==> src/rtl/pipe_hazard_ctrl_pkg.sv <==
// Shared definitions for the pipeline stall/flush sequencer: FSM state codes
// and the architectural zero register.
package pipe_hazard_ctrl_pkg;

  localparam logic [1:0] RUN      = 2'd0;
  localparam logic [1:0] LU_STALL = 2'd1;
  localparam logic [1:0] MEM_WAIT = 2'd2;

  localparam logic [4:0] REG_ZERO = 5'd0;

endpackage

==> src/rtl/pipe_hazard_ctrl_load_use.sv <==
// Load-use hazard detector: the load in EX writes a register the ID
// instruction reads. Writes to $zero never create a dependency.
module load_use_detect
  import pipe_hazard_ctrl_pkg::*;
(
  input  logic       memReadEx,
  input  logic [4:0] rdEx,
  input  logic [4:0] rsId,
  input  logic [4:0] rtId,
  input  logic       rtUsedId,
  output logic       luHazard
);

  assign luHazard = memReadEx && (rdEx != REG_ZERO) &&
                    ((rdEx == rsId) || (rtUsedId && (rdEx == rtId)));

endmodule

==> src/rtl/pipe_hazard_ctrl.sv <==
// Stall/flush sequencer for the 5-stage pipeline: merges memory wait states,
// taken branches and load-use hazards into per-stage write/bubble controls.
module pipe_hazard_ctrl
  import pipe_hazard_ctrl_pkg::*;
#(
  parameter int MEM_TIMEOUT = 16,
  parameter int CNT_W       = 32
) (
  input  logic             clk,
  input  logic             rst_n,
  input  logic             memread_ex,
  input  logic [4:0]       rd_ex,
  input  logic [4:0]       rs_id,
  input  logic [4:0]       rt_id,
  input  logic             rt_used_id,
  input  logic             branch_taken_ex,
  input  logic             mem_req_mem,
  input  logic             dmem_ready,
  output logic             pc_write,
  output logic             ifid_write,
  output logic             ifid_flush,
  output logic             idex_bubble,
  output logic             idex_write,
  output logic             exmem_write,
  output logic             memwb_bubble,
  output logic             mem_timeout,
  output logic [CNT_W-1:0] stall_cycles,
  output logic [CNT_W-1:0] flush_count
);

  localparam int              WC_W     = $clog2(MEM_TIMEOUT + 1);
  localparam logic [WC_W-1:0] WAIT_MAX = WC_W'(MEM_TIMEOUT);

  logic [1:0]      state;
  logic [1:0]      stateNext;
  logic [WC_W-1:0] waitCnt;
  logic            luHit;
  logic            memWait;
  logic            luEnable;

  load_use_detect uLoadUse (
    .memReadEx (memread_ex),
    .rdEx      (rd_ex),
    .rsId      (rs_id),
    .rtId      (rt_id),
    .rtUsedId  (rt_used_id),
    .luHazard  (luHit)
  );

  assign memWait = mem_req_mem && !dmem_ready;
  // Only the cycle right after a load-use stall suppresses detection: when a
  // memory freeze lifts, a held load-use pair must still be stalled.
  assign luEnable = (state != LU_STALL);

  always_comb begin
    pc_write     = 1'b1;
    ifid_write   = 1'b1;
    ifid_flush   = 1'b0;
    idex_bubble  = 1'b0;
    idex_write   = 1'b1;
    exmem_write  = 1'b1;
    memwb_bubble = 1'b0;
    stateNext    = RUN;
    if (memWait) begin
      pc_write     = 1'b0;
      ifid_write   = 1'b0;
      idex_write   = 1'b0;
      exmem_write  = 1'b0;
      memwb_bubble = 1'b1;
      stateNext    = MEM_WAIT;
    end else if (branch_taken_ex) begin
      ifid_flush  = 1'b1;
      idex_bubble = 1'b1;
    end else if (luHit && luEnable) begin
      pc_write    = 1'b0;
      ifid_write  = 1'b0;
      idex_bubble = 1'b1;
      stateNext   = LU_STALL;
    end
  end

  always_ff @(posedge clk or negedge rst_n) begin
    if (!rst_n) begin
      state       <= RUN;
      waitCnt     <= '0;
      mem_timeout <= 1'b0;
    end else begin
      state <= stateNext;
      if (memWait) begin
        if (waitCnt != WAIT_MAX) waitCnt <= waitCnt + 1'b1;
        if (waitCnt == WAIT_MAX - 1'b1) mem_timeout <= 1'b1;
      end else begin
        waitCnt <= '0;
      end
    end
  end

  always_ff @(posedge clk or negedge rst_n) begin
    if (!rst_n) begin
      stall_cycles <= '0;
      flush_count  <= '0;
    end else begin
      stall_cycles <= stall_cycles + {{(CNT_W-1){1'b0}}, ~pc_write};
      flush_count  <= flush_count + {{(CNT_W-1){1'b0}}, ifid_flush};
    end
  end

endmodule

==> config.mk <==
export PLATFORM = sky130hd
export DESIGN_NAME = pipe_hazard_ctrl
export DESIGN_NICKNAME = d
export VERILOG_FILES = /design/src/rtl/pipe_hazard_ctrl_pkg.sv /design/src/rtl/pipe_hazard_ctrl_load_use.sv /design/src/rtl/pipe_hazard_ctrl.sv
export SDC_FILE = /design/constraint.sdc
export NUM_CORES = 1
export LEC_CHECK = 0
export ABC_CLOCK_PERIOD_IN_PS = 4120
export CAP_MARGIN = 15
export CORE_MARGIN = 2
export CORE_UTILIZATION = 31
export DETAILED_ROUTE_END_ITERATION = 7
export SLEW_MARGIN = 20
export SYNTH_ARGS = -nofsm -noshare
export SYNTH_HDL_FRONTEND = slang
export SYNTH_SLANG_ARGS = --single-unit
==> constraint.sdc <==
create_clock -name clk -period 4.12 [get_ports clk]
set_input_delay 0.618 -clock clk [delete_from_list [all_inputs] [get_ports clk]]
set_output_delay 0.618 -clock clk [all_outputs]
set_load 0.01 [all_outputs]
==> results.txt <==
----------------------------------------------------
[Layout]
  Commonest non-fill, non-tap cells in the layout ... clkdlybuf4s50_1, dfrtp_1, xnor2_1
  Most common cell after layout, fill and taps aside ... clkdlybuf4s50_1
  # diodes ... 0
  Layout area overhead ... 40.2%
  NumNets Final ... about 420
  Layout fillers ... 1022
  Core occupancy in the finished layout ... 0.450
  Ratio of cells with drive above 1 in the final layout ... 0.0655

[Worst setup path]
  Data required, critical path ... around 3500 ps
  Top fanout value on the critical path ... 4
  Crit path DAT ... 2740 ps
  Reg2reg start ... state[0]
  Cell-by-cell listing of the critical path ... clkdlybuf4s50_1 -> or4_1 -> o221ai_1 -> o31a_1 -> clkdlybuf4s50_1
  Worst stage delay on the critical path ... 550 ps
  Type of element launching the critical path ... primary input
  Critical Path Slowest Stage Cell ... or4_1
  Element type at the critical path end ... primary output
  Critical path origin ... rd_ex[0]
  Most frequent CP cell ... clkdlybuf4s50_1
  Kind of critical path ... in2out

[CTS]
  H-tree levels ... 3
  Worst-case clock buffer depth ... 2
  Post-CTS setup repair buffer count ... 0
  Clock-pin slew on the worst setup and hold paths ... ~80 ps
  Clk root buf ... clkbuf_8
  Sinks on the clock net ... a little over 70
  TritonCTS clock tree ... built
  TritonCTS buffer count ... 9
  Count of cells resized by post-cts repair ... 0
  Number of hold buffers added after cts ... 0
  Clock insertion delay at the later pin of the skew report ... ~330 ps

[Floorplanning]
  Chip width ... between 100 and 150 µm
  Std cell rows ... 37
  Initial core utilization ... 0.321
  Area of the placeable core ... approximately 10000 µm²
  Die Span Y ... ~110 µm
  Num ports ... between 90 and 100
  Die outline area ... ~12000 µm²

[Routing]
  Drt drc ... 0
  Total wirelength of the detailed-routed design ... a little over 7000 µm
  Number of nets with antenna violations after detailed routing ... 0
  Number of design-rule violations left by the first detailed-router iteration ... just over 60
  Total number of vias ... between 2000 and 2500
  Number of vias per cell after detailed routing ... 4.65
  Post-detailed-route wirelength per cell ... approximately 13 µm
  Number of detailed-route iterations in the first pass ... 4

[Yosys]
  Share of the synthesized area in the top cell type ... 0.539
  Post-synthesis cell area ... between 3000 and 4000 µm²
  Mapped Nets ... 321
  Proportion of synthesized chip area in sequential cells ... 0.539
  Synthesized area per cell ... 11.4 µm²
  Flop and latch count out of synthesis ... 72
  Number of warning messages in the yosys log ... 0
  Cell variety after synth ... 32
  Cells after synthesis ... around 290
  Cell type contributing the most total cell area after synthesis ... dfrtp_1
  Synth top area cells ... dfrtp_1, xnor2_1, xor2_1

[Global route]
  Overall overflow remaining after global route ... 0
  Number of antenna violations at the first check in global routing ... 0
  Total global-route track usage ... 0.134
  Met1 Resource Use GR ... 0.185
  Pin count of the biggest net entering global routing ... 73
  Most Used Layer, Global Route ... met2
  Global-route track usage on met3 ... 0.0333
  Wire length of the first global-routing pass ... around 12000 µm
  Via count of the first global-routing pass ... about 2500
  M2 GR Usage ... 0.202

[Power]
  Standby leakage power ... ~2.0 nW
  PwrDens ... 395 nW/µm²
  Maximum ir drop on the vdd rail ... between 0.2 and 0.25 mV

[STA]
  Fin Clk Skew ... roughly 11 ps
  Highest Clock Rate ... 298 MHz
  Final period util ... 0.815
  Final Setup Violations ... 0
  Fin. Hold Viols ... 0
  Post-Route Setup TNS ... 0 ps
  Count of pins over their slew limit ... 0
  Measured slew at the worst slew-check pin ... between 900 and 1000 ps
  Final critical-path required period ... 3360 ps
  Worst-case headroom to the max-slew limit ... 0.387
  RSZ-0062 raised after global routing ... no

[Placed design]
  HPWL after detailed placement ... ~5200 µm
  RePlAce Congestion ... about 0.75
  I/O Buffers ... 93

[Worst hold path]
  HP Class ... in2async

[Outcome]
  Status ... finished clean

[Job]
  Max cap viols ... 0

----------------------------------------------------
## synth_stat cells
library cell  count
a21o_1            1
a21oi_1           1
a32oi_1           1
and2_0            1
and2_1            3
and3_1           11
and4_1            4
and4b_1           1
buf_2             2
buf_4             2
clkbuf_1          3
dfrtp_1          72
ha_1              7
inv_1            10
mux2i_1           1
nand2_1          19
nand2b_1          1
nand3_1          28
nand4_1          18
nand4_4           1
nor2_1           12
nor3_1            6
nor4_1            4
nor4_4            3
nor4b_1           1
o221ai_1          1
o31a_1            1
o31ai_1           2
or2_2             1
or4_1             1
xnor2_1          50
xor2_1           23
## final timing paths
path | end | slack, ps | cells after the start
min in group clk | mem_timeout | 470 | 1
hold / removal | stall_cycles[21] | 410 | 1
setup reg to reg | stall_cycles[28] | 1810 | 10
setup / recovery | ifid_write | 760 | 5
max in group asynchronous | flush_count[23] | 3110 | 1
hold reg to reg | mem_timeout | 470 | 1
## worst max-delay path: cells and delay by family
family	cells	cell delay, ps
AOI/OAI and AO/OA	2	550
and+or+nand+nor	1	550
buffers and inverters	2	1010
## kinds of logic (layout without fill, tap and decap cells)
| kind of cell | count (synthesis) | count (layout) | share of synthesized area |
|---|---|---|---|
| multiplexers | 1 | 1 | 0.00299 |
| XOR/XNOR | 73 | 73 | 0.191 |
| AND/OR/NAND/NOR | 115 | 115 | 0.202 |
| adder cells (fa/ha/maj) | 7 | 7 | 0.0262 |
| AO/OA/AOI/OAI | 7 | 7 | 0.0161 |
| flip-flops | 72 | 72 | 0.539 |
| buffers and inverters | 17 | 122 | 0.0221 |
## metal layers
metal  part of all wire  vias to the layer above
met5                  0                        -
met4             0.0085                        0
met3              0.048                        6
met2               0.47                       55
met1               0.47                     1216
li1                   -                     1201
## flip-flops by register name, indices dropped and copies added (netlist names)
signal        cells
stall_cycles     32
waitCnt           5
state             2
mem_timeout       1
flush_count      32
## area by class of cell
cell class,instances,area (µm²),area share
sequential,72,1800,0.384
multi-input combinational,203,1470,0.314
timing repair buffer,96,951,0.203
tap,136,170,0.0363
clock buffer,11,151,0.0323
clock inverter,5,103,0.0219
inverter,10,37.5,0.00801
## through the flow
step	setup slack (ps)	hold WS, ps	power (mW)	cells	area (µm²)
6_report	762	412	1.85	533	4690
2_1_floorplan	1190	322	0.970	292	3340
5_1_grt	670	473	1.95	533	4690
4_1_cts	749	437	1.88	533	4690
3_3_place_gp	624	447	1.17	517	4430
3_5_place_dp	615	445	1.17	517	4430
## report_power, final
group / internal [mW] / switching [mW]
combinational: 0.174 / 0.125
clock: 0.435 / 0.264
sequential: 0.769 / 0.0842
total: 1.38 / 0.473
No activity file was read; power rests on OpenSTA's default activity.
